### config.mk
export PLATFORM = sky130hd
export DESIGN_NAME = comm_link_sequencer_flat
export DESIGN_NICKNAME = d
export VERILOG_FILES = /design/src/rtl/comm_link_sequencer_if.sv /design/src/rtl/comm_link_sequencer.sv /design/src/flat_wrapper.sv
export SDC_FILE = /design/constraint.sdc
export NUM_CORES = 1
export LEC_CHECK = 0
export ABC_AREA = 1
export CORE_MARGIN = 2
export CORE_UTILIZATION = 46
export DETAILED_ROUTE_END_ITERATION = 10
export PLACE_DENSITY_LB_ADDON = 0.08
export RECOVER_POWER = 50
export SKIP_CTS_REPAIR_TIMING = 1
export SKIP_LAST_GASP = 1
export SYNTH_ARGS = -nofsm -noshare
export SYNTH_HDL_FRONTEND = slang
export SYNTH_SLANG_ARGS = --single-unit
### constraint.sdc
create_clock -name sys_clk -period 1.7 [get_ports sys_clk]
set_input_delay 0.34 -clock sys_clk [delete_from_list [all_inputs] [get_ports sys_clk]]
set_output_delay 0.34 -clock sys_clk [all_outputs]
set_load 0.02 [all_outputs]
### src/rtl/comm_link_sequencer_if.sv
// Modem link bundle between the sequencer and its neighbours.
// master: sequencer side; slave: nibble source, codec, DAC/ADC, sink.
interface comm_link_sequencer_if #(
  parameter int CNT_W = 8
);
  // nibble source handshake
  logic [3:0]       in_data;
  logic             in_valid;
  logic             in_ready;
  // encoder
  logic [3:0]       enc_in;
  logic [7:0]       enc_code;
  // analog path
  logic [7:0]       dac_data;
  logic             dac_wr;
  logic             adc_en;
  logic [7:0]       adc_data;
  // decoder
  logic [7:0]       dec_code;
  logic [3:0]       dec_data;
  logic             dec_err;
  // result handshake and status
  logic [3:0]       out_data;
  logic             out_fail;
  logic             out_valid;
  logic             out_ready;
  logic             busy;
  logic [CNT_W-1:0] frame_cnt;
  logic [CNT_W-1:0] err_cnt;

  modport master (
    input  in_data, in_valid,
    output in_ready,
    output enc_in,
    input  enc_code,
    output dac_data, dac_wr, adc_en,
    input  adc_data,
    output dec_code,
    input  dec_data, dec_err,
    output out_data, out_fail, out_valid,
    input  out_ready,
    output busy, frame_cnt, err_cnt
  );

  modport slave (
    output in_data, in_valid,
    input  in_ready,
    input  enc_in,
    output enc_code,
    input  dac_data, dac_wr, adc_en,
    output adc_data,
    input  dec_code,
    output dec_data, dec_err,
    input  out_data, out_fail, out_valid,
    output out_ready,
    input  busy, frame_cnt, err_cnt
  );
endinterface

### src/rtl/comm_link_sequencer.sv
// Sequences one nibble through encoder, DAC, ADC and decoder with retry.
// Ports: sys_clk, reset (sync, active-low), bus (comm_link_sequencer_if.master).
module comm_link_sequencer #(
  parameter int ENC_LAT   = 1,
  parameter int DEC_LAT   = 1,
  parameter int SETTLE    = 4,
  parameter int MAX_RETRY = 2,
  parameter int CNT_W     = 8
) (
  input  logic                  sys_clk,
  input  logic                  reset,
  comm_link_sequencer_if.master bus
);

  localparam int WMAX0  = (ENC_LAT > DEC_LAT) ? ENC_LAT : DEC_LAT;
  localparam int WMAX   = (WMAX0 > SETTLE) ? WMAX0 : SETTLE;
  localparam int WAIT_W = (WMAX > 1) ? $clog2(WMAX) : 1;
  localparam int RTY_W  = (MAX_RETRY > 0) ? $clog2(MAX_RETRY + 1) : 1;

  localparam logic [WAIT_W-1:0] ENC_END = WAIT_W'(ENC_LAT - 1);
  localparam logic [WAIT_W-1:0] DEC_END = WAIT_W'(DEC_LAT - 1);
  localparam logic [WAIT_W-1:0] SET_END =
    WAIT_W'((SETTLE > 0) ? SETTLE - 1 : 0);
  localparam logic [RTY_W-1:0]  RTY_MAX = RTY_W'(MAX_RETRY);

  typedef enum logic [2:0] {
    S_IDLE,
    S_ENCODE,
    S_DRIVE,
    S_SETTLE,
    S_SAMPLE,
    S_DECODE,
    S_CHECK,
    S_RESULT
  } state_t;

  state_t             r_state;
  logic [WAIT_W-1:0]  r_wait;
  logic [RTY_W-1:0]   r_retry;
  logic               r_in_ready;
  logic [3:0]         r_enc_in;
  logic [7:0]         r_dac_data;
  logic               r_dac_wr;
  logic               r_adc_en;
  logic [7:0]         r_dec_code;
  logic [3:0]         r_out_data;
  logic               r_out_fail;
  logic               r_out_valid;
  logic               r_busy;
  logic [CNT_W-1:0]   r_frame_cnt;
  logic [CNT_W-1:0]   r_err_cnt;
  logic               w_pass;

  // r_enc_in doubles as the held nibble for the check
  assign w_pass = (bus.dec_data == r_enc_in) && !bus.dec_err;

  always_ff @(posedge sys_clk) begin
    if (!reset) begin
      r_state     <= S_IDLE;
      r_wait      <= '0;
      r_retry     <= '0;
      r_in_ready  <= 1'b1;
      r_enc_in    <= '0;
      r_dac_data  <= '0;
      r_dac_wr    <= 1'b0;
      r_adc_en    <= 1'b0;
      r_dec_code  <= '0;
      r_out_data  <= '0;
      r_out_fail  <= 1'b0;
      r_out_valid <= 1'b0;
      r_busy      <= 1'b0;
      r_frame_cnt <= '0;
      r_err_cnt   <= '0;
    end else begin
      // strobes are one-cycle: raised on entry, dropped here
      r_dac_wr <= 1'b0;
      r_adc_en <= 1'b0;
      unique case (r_state)
        S_IDLE: begin
          if (bus.in_valid && r_in_ready) begin
            r_enc_in   <= bus.in_data;
            r_retry    <= '0;
            r_wait     <= '0;
            r_in_ready <= 1'b0;
            r_busy     <= 1'b1;
            r_state    <= S_ENCODE;
          end
        end
        S_ENCODE: begin
          if (r_wait == ENC_END) begin
            r_dac_wr <= 1'b1;
            r_state  <= S_DRIVE;
          end else begin
            r_wait <= r_wait + WAIT_W'(1);
          end
        end
        S_DRIVE: begin
          r_dac_data <= bus.enc_code;
          r_wait     <= '0;
          if (SETTLE == 0) begin
            r_adc_en <= 1'b1;
            r_state  <= S_SAMPLE;
          end else begin
            r_state <= S_SETTLE;
          end
        end
        S_SETTLE: begin
          if (r_wait == SET_END) begin
            r_adc_en <= 1'b1;
            r_state  <= S_SAMPLE;
          end else begin
            r_wait <= r_wait + WAIT_W'(1);
          end
        end
        S_SAMPLE: begin
          r_dec_code <= bus.adc_data;
          r_wait     <= '0;
          r_state    <= S_DECODE;
        end
        S_DECODE: begin
          if (r_wait == DEC_END) begin
            r_state <= S_CHECK;
          end else begin
            r_wait <= r_wait + WAIT_W'(1);
          end
        end
        S_CHECK: begin
          if (w_pass) begin
            r_out_data  <= bus.dec_data;
            r_out_fail  <= 1'b0;
            r_out_valid <= 1'b1;
            r_state     <= S_RESULT;
          end else begin
            if (r_err_cnt != '1) begin
              r_err_cnt <= r_err_cnt + CNT_W'(1);
            end
            // retry re-drives the latched code word; encoder not rerun
            if (r_retry < RTY_MAX) begin
              r_retry  <= r_retry + RTY_W'(1);
              r_dac_wr <= 1'b1;
              r_state  <= S_DRIVE;
            end else begin
              r_out_data  <= bus.dec_data;
              r_out_fail  <= 1'b1;
              r_out_valid <= 1'b1;
              r_state     <= S_RESULT;
            end
          end
        end
        S_RESULT: begin
          if (bus.out_ready) begin
            if (r_frame_cnt != '1) begin
              r_frame_cnt <= r_frame_cnt + CNT_W'(1);
            end
            r_out_valid <= 1'b0;
            r_in_ready  <= 1'b1;
            r_busy      <= 1'b0;
            r_state     <= S_IDLE;
          end
        end
        default: begin
          r_state <= S_IDLE;
        end
      endcase
    end
  end

  assign bus.in_ready  = r_in_ready;
  assign bus.enc_in    = r_enc_in;
  assign bus.dac_data  = r_dac_data;
  assign bus.dac_wr    = r_dac_wr;
  assign bus.adc_en    = r_adc_en;
  assign bus.dec_code  = r_dec_code;
  assign bus.out_data  = r_out_data;
  assign bus.out_fail  = r_out_fail;
  assign bus.out_valid = r_out_valid;
  assign bus.busy      = r_busy;
  assign bus.frame_cnt = r_frame_cnt;
  assign bus.err_cnt   = r_err_cnt;

endmodule

### src/flat_wrapper.sv
// flat-port wrapper written by rule: the top's interface ports become plain ports
module comm_link_sequencer_flat 
#(
  parameter int ENC_LAT   = 1,
  parameter int DEC_LAT   = 1,
  parameter int SETTLE    = 4,
  parameter int MAX_RETRY = 2,
  parameter int CNT_W     = 8
)
  (sys_clk, reset, bus_in_data, bus_in_valid, bus_in_ready, bus_enc_in, bus_enc_code, bus_dac_data, bus_dac_wr, bus_adc_en, bus_adc_data, bus_dec_code, bus_dec_data, bus_dec_err, bus_out_data, bus_out_fail, bus_out_valid, bus_out_ready, bus_busy, bus_frame_cnt, bus_err_cnt);
  comm_link_sequencer_if #(.CNT_W(CNT_W)) bus_i ();
  input  logic sys_clk;
  input  logic reset;
  input wire logic [$bits(bus_i.in_data)-1:0] bus_in_data;
  input wire logic [$bits(bus_i.in_valid)-1:0] bus_in_valid;
  output wire logic [$bits(bus_i.in_ready)-1:0] bus_in_ready;
  output wire logic [$bits(bus_i.enc_in)-1:0] bus_enc_in;
  input wire logic [$bits(bus_i.enc_code)-1:0] bus_enc_code;
  output wire logic [$bits(bus_i.dac_data)-1:0] bus_dac_data;
  output wire logic [$bits(bus_i.dac_wr)-1:0] bus_dac_wr;
  output wire logic [$bits(bus_i.adc_en)-1:0] bus_adc_en;
  input wire logic [$bits(bus_i.adc_data)-1:0] bus_adc_data;
  output wire logic [$bits(bus_i.dec_code)-1:0] bus_dec_code;
  input wire logic [$bits(bus_i.dec_data)-1:0] bus_dec_data;
  input wire logic [$bits(bus_i.dec_err)-1:0] bus_dec_err;
  output wire logic [$bits(bus_i.out_data)-1:0] bus_out_data;
  output wire logic [$bits(bus_i.out_fail)-1:0] bus_out_fail;
  output wire logic [$bits(bus_i.out_valid)-1:0] bus_out_valid;
  input wire logic [$bits(bus_i.out_ready)-1:0] bus_out_ready;
  output wire logic [$bits(bus_i.busy)-1:0] bus_busy;
  output wire logic [$bits(bus_i.frame_cnt)-1:0] bus_frame_cnt;
  output wire logic [$bits(bus_i.err_cnt)-1:0] bus_err_cnt;
  assign bus_i.in_data = bus_in_data;
  assign bus_i.in_valid = bus_in_valid;
  assign bus_in_ready = bus_i.in_ready;
  assign bus_enc_in = bus_i.enc_in;
  assign bus_i.enc_code = bus_enc_code;
  assign bus_dac_data = bus_i.dac_data;
  assign bus_dac_wr = bus_i.dac_wr;
  assign bus_adc_en = bus_i.adc_en;
  assign bus_i.adc_data = bus_adc_data;
  assign bus_dec_code = bus_i.dec_code;
  assign bus_i.dec_data = bus_dec_data;
  assign bus_i.dec_err = bus_dec_err;
  assign bus_out_data = bus_i.out_data;
  assign bus_out_fail = bus_i.out_fail;
  assign bus_out_valid = bus_i.out_valid;
  assign bus_i.out_ready = bus_out_ready;
  assign bus_busy = bus_i.busy;
  assign bus_frame_cnt = bus_i.frame_cnt;
  assign bus_err_cnt = bus_i.err_cnt;
  comm_link_sequencer #(.ENC_LAT(ENC_LAT), .DEC_LAT(DEC_LAT), .SETTLE(SETTLE), .MAX_RETRY(MAX_RETRY), .CNT_W(CNT_W)) u_core (.sys_clk(sys_clk), .reset(reset), .bus(bus_i));
endmodule
### After elaboration in Yosys (flattened, before gate mapping)

Index checks and enable logic that the tools add are counted.

* register bits: 53
* word-level logic and storage cells: 96
* bits of input ports: 29

* $add $sub $neg: 4
* equal/unequal tests: 22
* magnitude comparators: 1
* mux-type cells: 32
* bitwise logic cells: 1
* reductions and logical operators: 21

Operator list (number)
* one-hot mux 3 bit (8 select lines): 1
* two-way mux 3 bit: 7
* adder 8 x 1 -> 8 bit, second input constant: 2
* != test 8 bit, second input constant: 2
* == test 3 bit, second input constant: 4
* != test 2 x 1 -> 1 bit, second input constant: 6
* AND reduction 3 bit: 4
* two-way mux 1 bit: 11
* two-way mux 2 bit: 5
* two-way mux 4 bit: 2
* != test 2 bit, second input constant: 4
* one-hot mux 1 bit (2 select lines): 4
* one-hot mux 2 bit (4 select lines): 1
* AND reduction 4 bit: 2
* == test 3 x 2 -> 1 bit, second input constant: 2
* AND reduction 2 bit: 3
* nonzero test 2 bit: 3
* AND reduction 5 bit: 1
* adder 2 x 1 -> 2 bit, second input constant: 2
* == test 4 bit: 1
* one-hot mux 2 bit (2 select lines): 1
* nonzero test 4 bit: 1
* OR reduction 2 bit: 2
* == test 3 x 1 -> 1 bit, second input constant: 1
* 8 further kinds: 9

### Longest topological paths before layout

Gate-level depths: netlist of the first run.

* depth in word-level cells: 4
* gate-level depth with buffers: 10
* depth with buffers taken out: 10

### Worst setup path before layout of the first run

No wires, ideal clock.

* path kind: register to register
* start point: register u_core.r_state[0]
* end point: register u_core.r_state[2]
* cell stages (with the launch flop): 9
* clock period less this slack: 1.447 ns
* slack: 0.253 ns
* setup time: 0.132 ns
* data required time: 1.568 ns
* arrival: 1.315 ns
* path buffers: 0
* cells stage by stage: dfxtp_1 > inv_1 > ha_1 > nand2_1 > inv_2 > a211oi_1 > nand3_1 > nand2_1 > a21oi_1

* cells in the longest elaborated chain, start to end: 3
* elaborated cells on any way between the ends: 15
* classes of those cells: eq/ne: 12; mux: 1; reduce/logical: 2

RTL lines
* from (decl): RTL line comm_link_sequencer.sv:37 `state_t r_state;`
* from (signal assigned): RTL line comm_link_sequencer.sv:59 `r_state <= S_IDLE;`
* from (signal assigned): RTL line comm_link_sequencer.sv:86 `r_state <= S_ENCODE;`
* from (signal assigned): RTL line comm_link_sequencer.sv:92 `r_state <= S_DRIVE;`
* == test 3 bit (tied with other cells): RTL line comm_link_sequencer.sv:78 `unique case (r_state)`
* != test 2 x 1 -> 1 bit (no line) or != test 2 bit (tied branches)
* AND reduction 5 bit (no line)

Parallel ways exist; a longest one is shown, timed or not.
A chain may end at the register's enable or synchronous reset.

### Worst setup path in the final report of the first run

* start point: register u_core.r_enc_in[0], in the netlist u_core.bus.enc_in[0]
* end point: output bus_enc_in[0]

RTL lines
* from (decl): RTL line comm_link_sequencer.sv:41 `logic [3:0] r_enc_in;`
* from (signal assigned): RTL line comm_link_sequencer.sv:81 `r_enc_in <= bus.in_data;`
* to (decl): RTL line flat_wrapper.sv:17 `output wire logic [$bits(bus_i.enc_in)-1:0] bus_enc_in;`

No word-level cell between the ends.

==> impl_metrics.csv, run 1 <==
group,metric,value,unit
status,outcome,"complete, no violations",
routing,drc,0,
hold_path,min_path_cells,2,
synthesis,synthArstFlopShare,0,%
clocking,cts_tree,"done",
flow_run,cap_violations,0,
cells_and_area,num-fill-cells,500,
clocking,clk_latency,0.30,ns
critical_path,reg2reg_depth,10,
pwr,seq_power_share,45.0,%
critical_path,required,1.36,ns
die,core,5110,µm²
placement,gp_congestion,0.817,
pwr,ir_worst_vdd,0.851,mV
pwr,swShare,34.0,%
synthesis,synth-edff-count,0,
pwr,power_density,993,nW/µm²
synthesis,synth_area_leaders,"dfxtp_1 44%, nand2_1 9.3%, nor2_1 9.1%",
critical_path,cp-start-kind,"flip-flop",
timing,worstMarginPinSlew,0.642,ns
timing,finalHoldViolCount,0,
critical_path,worst_path_max_delay_cell,"clkdlybuf4s50_1",
die,start_util,47.5,%
timing,setup_viol,0,
clocking,clockBufferDepth,2,
die,die_h,76.6,µm
clocking,numClockSinks,53,
pwr,p_total,3280,µW
cells_and_area,drive_above_1_share,8.11,%
placement,numPortBuffers,74,
critical_path,worst_setup_path_end_kind,"primary output",
die,rows,26,
synthesis,synth.largest_area_cell,"dfxtp_1",
critical_path,slowest_delay,0.62,ns
synthesis,syn_avg_cell_area,7.26,µm²
synthesis,synth_nets,371,
critical_path,worst-endpoint-arrival,1.30,ns
synthesis,synth_cell_type_count,29,
cells_and_area,diodes,0,
synthesis,syn_inst,334,
timing,max_freq,609,MHz
grt,grt_max_degree,34,
cells_and_area,finalNonFillerCells,489,
routing,via_count,2389,
placement,dp_slack,-0.164,ns
clocking,cts.clk_slew.worst_paths,0.09,ns
synthesis,yosysSeqAreaShare,43.7,%
synthesis,yosys_register_bits,53,
timing,slew_headroom,57.1,%
critical_path,ff2ff_setup_slack,0.11,ns
cells_and_area,synthToLayoutAreaGrowth,36.3,%
critical_path,worst-path-buf-inv,1,
routing,drtAntennaViolNets,0,
pwr,leakage,0.00139,µW
grt,grt_first_pass_wirelength,9690,µm
synthesis,netlist_area,2430,µm²
critical_path,path_depth,1,
grt,grt_usage,19.6,%
pwr,clkPwrFrac,20.7,%
timing,period_needed,1.64,ns
cells_and_area,nets,455,
critical_path,critPathTopFamily,"buffers and inverters",
clocking,cts_buffers,5,
routing,vias_per_cell,4.89,
routing,wl_per_cell,11.4,µm
timing,finalClockSkew,0.00636,ns
grt,grt_antenna_before_repair,0,
synthesis,synth.top_cell.area_share,43.7,%
die,dieArea,5870,µm²
routing,drt_iter0_markers,102,
critical_path,worstPathMaxFanout,4,
pwr,p_int,2170,µW
placement,dp.cells,481,
pwr,p_comb_share,34.3,%
pwr,power_switching,1120,µW
clocking,cts_root_buf,"clkbuf_8",
timing,finalSetupTns,0,ns
hold_path,worstHoldPathType,"reg -> reg",
die,fp.dieW,76.6,µm
routing,drtPass1Iterations,4,
critical_path,crit_type,"reg -> out",
grt,grt_pass1_vias,2295,
routing,drt-total-wl,5560,µm
clocking,htreeDepth,2,
timing,setup_ws,0.0566,ns
critical_path,crit_chain,"clkdlybuf4s50_1",
synthesis,yosys_warnings,0,
timing,rsz0062_at_grt,"no",
grt,grt-ovfl-total,0,
timing,finalMaxSlewViolations,0,
synthesis,synth-main-ff-cell,"dfxtp_1",
placement,dp_hpwl,4160,µm
die,ioPinCount,75,
timing,timing.final.crit_share,96.7,%
-- cells in the final DEF (no fill, tap or decap), drive strengths merged, types with 3 or more instances in the layout --
cell type      instances
xnor2                  5
nand2                 63
nand3                 16
nor2                  61
o21ai                 34
clkdlybuf4s50         60
nor3                   3
buf                    7
a21oi                 28
clkbuf                21
nand4                  4
dfxtp                 53
inv                   43
ha                     8
-- sequential cells by signal, indices dropped and copies added, names as in the netlist, 2 cells and up --
name	flops
u_core.bus.dec_code	8
u_core.bus.frame_cnt	8
u_core.r_retry	2
u_core.r_state	3
u_core.bus.out_data	4
u_core.r_wait	2
u_core.bus.dac_data	8
u_core.bus.err_cnt	8
u_core.bus.enc_in	4
-- final cells by class --
type,count,area (µm²),area share (%)
timing repair buffer,83,726,22.0
multi-input combinational,232,1180,35.8
sequential,53,1060,32.2
clock buffer,7,76.3,2.31
tap,70,87.6,2.65
clock inverter,1,7.51,0.227
inverter,43,161,4.88
-- path summary, 6_finish.rpt --
check                                                        from                          endpoint
worst max register to register     u_core.r_state[1]$_SDFFE_PN0P_    u_core.r_state[0]$_SDFFE_PN0P_
worst min register to register   u_core.bus.out_fail$_SDFFE_PN0P_  u_core.bus.out_fail$_SDFFE_PN0P_
worst min-delay path             u_core.bus.out_fail$_SDFFE_PN0P_  u_core.bus.out_fail$_SDFFE_PN0P_
worst max-delay path            u_core.bus.enc_in[0]$_SDFFE_PN0P_                     bus_enc_in[0]
-- synthesized netlist by cell type, types with 2 or more instances --
| library cell | n |
|---|---|
| inv_1 | 33 |
| nand2_1 | 60 |
| o21ai_1 | 7 |
| nand4_1 | 4 |
| nor3_2 | 2 |
| nand3_1 | 16 |
| xnor2_1 | 5 |
| dfxtp_1 | 53 |
| o21ai_0 | 27 |
| nand2_4 | 2 |
| inv_2 | 10 |
| clkbuf_1 | 4 |
| a21oi_1 | 28 |
| nor2_1 | 59 |
| xor2_1 | 2 |
| nor2_4 | 2 |
| ha_1 | 8 |
-- cell families (layout without fill, tap and decap cells) --
| group | after synthesis | in the layout | share of synthesized area (%) |
|---|---|---|---|
| buffers and inverters | 49 | 134 | 7.89 |
| adder cells (fa/ha/maj) | 8 | 8 | 4.13 |
| AND/OR/NAND/NOR | 150 | 150 | 27.3 |
| AO/OA/AOI/OAI | 67 | 67 | 14.4 |
| XOR/XNOR | 7 | 7 | 2.53 |
| flip-flops | 53 | 53 | 43.7 |
-- through the flow --
| stage | util, % | hold WS [ns] | area (µm²) |
|---|---|---|---|
| floorplan | - | 0.452 | 2430 |
| global placement | 64.5 | 0.451 | 3290 |
| detailed placement | 64.5 | 0.453 | 3290 |
| CTS | 66.1 | 0.465 | 3380 |
| global route | 64.7 | 0.507 | 3310 |
| finish | 64.7 | 0.464 | 3310 |
-- power by group through the flow --
| stage | sequential (µW) | clock (µW) | combinational, µW |
|---|---|---|---|
| 5_1_grt | 1500 | 759 | 1240 |
| 3_5_place_dp | 1500 | 0 | 1120 |
| 3_3_place_gp | 1500 | 0 | 1110 |
| 6_report | 1480 | 679 | 1130 |
| 4_1_cts | 1480 | 703 | 1120 |
| 2_1_floorplan | 1630 | 0 | 531 |
-- per-layer routing --
metal / global-route usage, % / routed length [µm] / part of all wire (%)
met5: 0 / 0 / 0
met4: 5.64 / 88 / 1.6
met3: 4.15 / 267 / 4.8
met2: 34.4 / 2710 / 49
met1: 24.2 / 2490 / 45
(Power assumes the default switching activity.)
==> run 2, diff against run 1 <==
--- a/config.mk
+++ b/config.mk
@@ -6,7 +6,7 @@
 export NUM_CORES = 1
 export LEC_CHECK = 0
 export ABC_AREA = 1
-export CORE_MARGIN = 2
+export CORE_MARGIN = 1
 export CORE_UTILIZATION = 46
 export DETAILED_ROUTE_END_ITERATION = 10
 export PLACE_DENSITY_LB_ADDON = 0.08
==> constraint.sdc (replaced) <==
create_clock -name sys_clk -period 1.7 [get_ports sys_clk]
set_input_delay 0.34 -clock sys_clk [delete_from_list [all_inputs] [get_ports sys_clk]]
set_output_delay 0.34 -clock sys_clk [all_outputs]
set_load 0.005 [all_outputs]
==> run 2 against run 1 <==
Compared with the run above: sequential power about the same; sequential cell count stayed put; cell area rose by 2.0%; first-iteration DRC count down 31%; non-clock buffer count is 2 lower; critical path type unchanged; largest power group unchanged.
==> impl_metrics.csv, run 2 (same netlist as run 1, synthesis figures left out) <==
group,metric,value,unit
clocking,clockBufferDepth,2,
timing,timing.final.crit_share,94.4,%
die,rows,26,
clocking,clk_latency,0.30,ns
cells_and_area,drive_above_1_share,8.17,%
critical_path,critPathLaunch,"u_core.bus.err_cnt[5]$_SDFFE_PN0P_",
critical_path,crit_chain,"clkdlybuf4s50_1",
routing,vias_per_cell,4.86,
routing,wl_per_cell,11.1,µm
die,dieArea,5570,µm²
pwr,ir_worst_vdd,0.647,mV
status,outcome,"complete, no violations",
cells_and_area,diodes,0,
clocking,cts.clk_slew.worst_paths,0.08,ns
pwr,power_density,944,nW/µm²
die,ioPinCount,75,
placement,dp_hpwl,4010,µm
hold_path,hold_end,"u_core.bus.frame_cnt[4]$_SDFFE_PN0P_",
die,start_util,47.5,%
critical_path,worst_setup_path_end_kind,"primary output",
die,fp.dieW,74.6,µm
critical_path,worst-endpoint-arrival,1.26,ns
critical_path,worst-path-buf-inv,1,
clocking,numClockSinks,53,
cells_and_area,synthToLayoutAreaGrowth,39.0,%
flow_run,cap_violations,0,
timing,finalMaxSlewViolations,0,
timing,setup_ws,0.0951,ns
timing,period_needed,1.60,ns
placement,numPortBuffers,74,
timing,worstMarginPinSlew,0.627,ns
critical_path,reg2reg_depth,9,
critical_path,critPathTopFamily,"buffers and inverters",
critical_path,worst_path_max_delay_cell,"clkdlybuf4s50_1",
critical_path,worstPathMaxFanout,5,
cells_and_area,final_cell_mix,"74 x clkdlybuf4s50_1, 60 x nand2_1, 58 x nor2_1, 51 x dfxtp_1, 34 x inv_1",
grt,grt_antenna_before_repair,0,
routing,drtAntennaViolNets,0,
critical_path,ff2ff_setup_slack,0.11,ns
grt,grt_pass1_vias,2179,
placement,gp_congestion,0.839,
grt,grt_max_degree,34,
pwr,leakage,0.00142,µW
grt,grt_first_pass_wirelength,9230,µm
grt,grt-ovfl-total,0,
timing,finalClockSkew,0.00957,ns
clocking,cts_buffers,5,
timing,max_freq,623,MHz
critical_path,slowest_delay,0.54,ns
die,core,5110,µm²
routing,drc,0,
critical_path,cp-start-kind,"flip-flop",
critical_path,r2r-start,"u_core.r_state[1]$_SDFFE_PN0P_",
routing,drt-total-wl,5380,µm
routing,drt_iter0_markers,70,
die,die_h,74.6,µm
clocking,htreeDepth,2,
hold_path,min_from,"u_core.bus.frame_cnt[4]$_SDFFE_PN0P_",
hold_path,min_path_cells,2,
routing,via_count,2364,
timing,finalHoldViolCount,0,
cells_and_area,nets,453,
routing,drtPass1Iterations,4,
timing,whs,0.466,ns
critical_path,crit_type,"reg -> out",
critical_path,required,1.36,ns
timing,setup_viol,0,
critical_path,r2r-end,"u_core.r_state[0]$_SDFFE_PN0P_",
clocking,cts_root_buf,"clkbuf_8",
timing,rsz0062_at_grt,"yes",
hold_path,worstHoldPathType,"reg -> reg",
placement,dp_slack,-0.152,ns
timing,slew_headroom,58.1,%
clocking,cts_tree,"done",
grt,grt_usage,21.1,%
cells_and_area,layout_commonest_cell,"clkdlybuf4s50_1",
run 2: cell count changes in the layout (fill, tap and decap cells not counted), sizes merged:
cell	change
clkdlybuf4s50	+14
clkbuf	-13
clkinvlp	-1
dlygate4sd3	-2
buf	-1
run 2: worst max-delay path by stage:
stage | endpoint | slack (ns) | depth (start not counted)
floorplan | u_core.r_state[2]$_SDFFE_PN0P_ | 0.25 | 8
global placement | u_core.bus.err_cnt[5]$_SDFFE_PN0P_ | -0.08 | 11
detailed placement | u_core.bus.err_cnt[2]$_SDFFE_PN0P_ | -0.15 | 11
CTS | bus_err_cnt[6] | 0.05 | 1
global route | u_core.r_state[0]$_SDFFE_PN0P_ | -0.03 | 10
finish | bus_err_cnt[5] | 0.1 | 1
run 2: layout make-up:
class                      instances  area, µm²
tap                               70       87.6
sequential                        53       1060
multi-input combinational        232       1180
clock buffer                       7       86.3
inverter                          43        161
timing repair buffer              81        790
fill                             461       1740
run 2: power breakdown:
part           total, µW  internal (µW)  leakage, µW  switching, µW
Sequential          1480           1390     0.000431           89.6
Combinational       1010            489     0.000943            519
Clock                696            324    0.0000443            373
run 2: metal layers:
layer  vias up  GRT usage [%]  wire length, µm
li1       1238              -                -
met1      1077           25.8             2460
met2        47           37.3             2620
met3         2           5.76              269
met4         0           3.77               22
met5         -              0                0
run 2: per-stage QoR:
stage / util, % / setup TNS [ns] / instances / total power [µW] / area [µm²]
after floorplan: - / 0 / 334 / 2030 / 2430
after global placement: 64.2 / -0.857 / 479 / 2480 / 3280
after detailed placement: 64.2 / -1.73 / 479 / 2490 / 3280
after CTS: 65.9 / 0 / 486 / 3190 / 3360
after global routing: 66.0 / -0.0272 / 486 / 3440 / 3370
final: 66.0 / 0 / 486 / 3180 / 3370
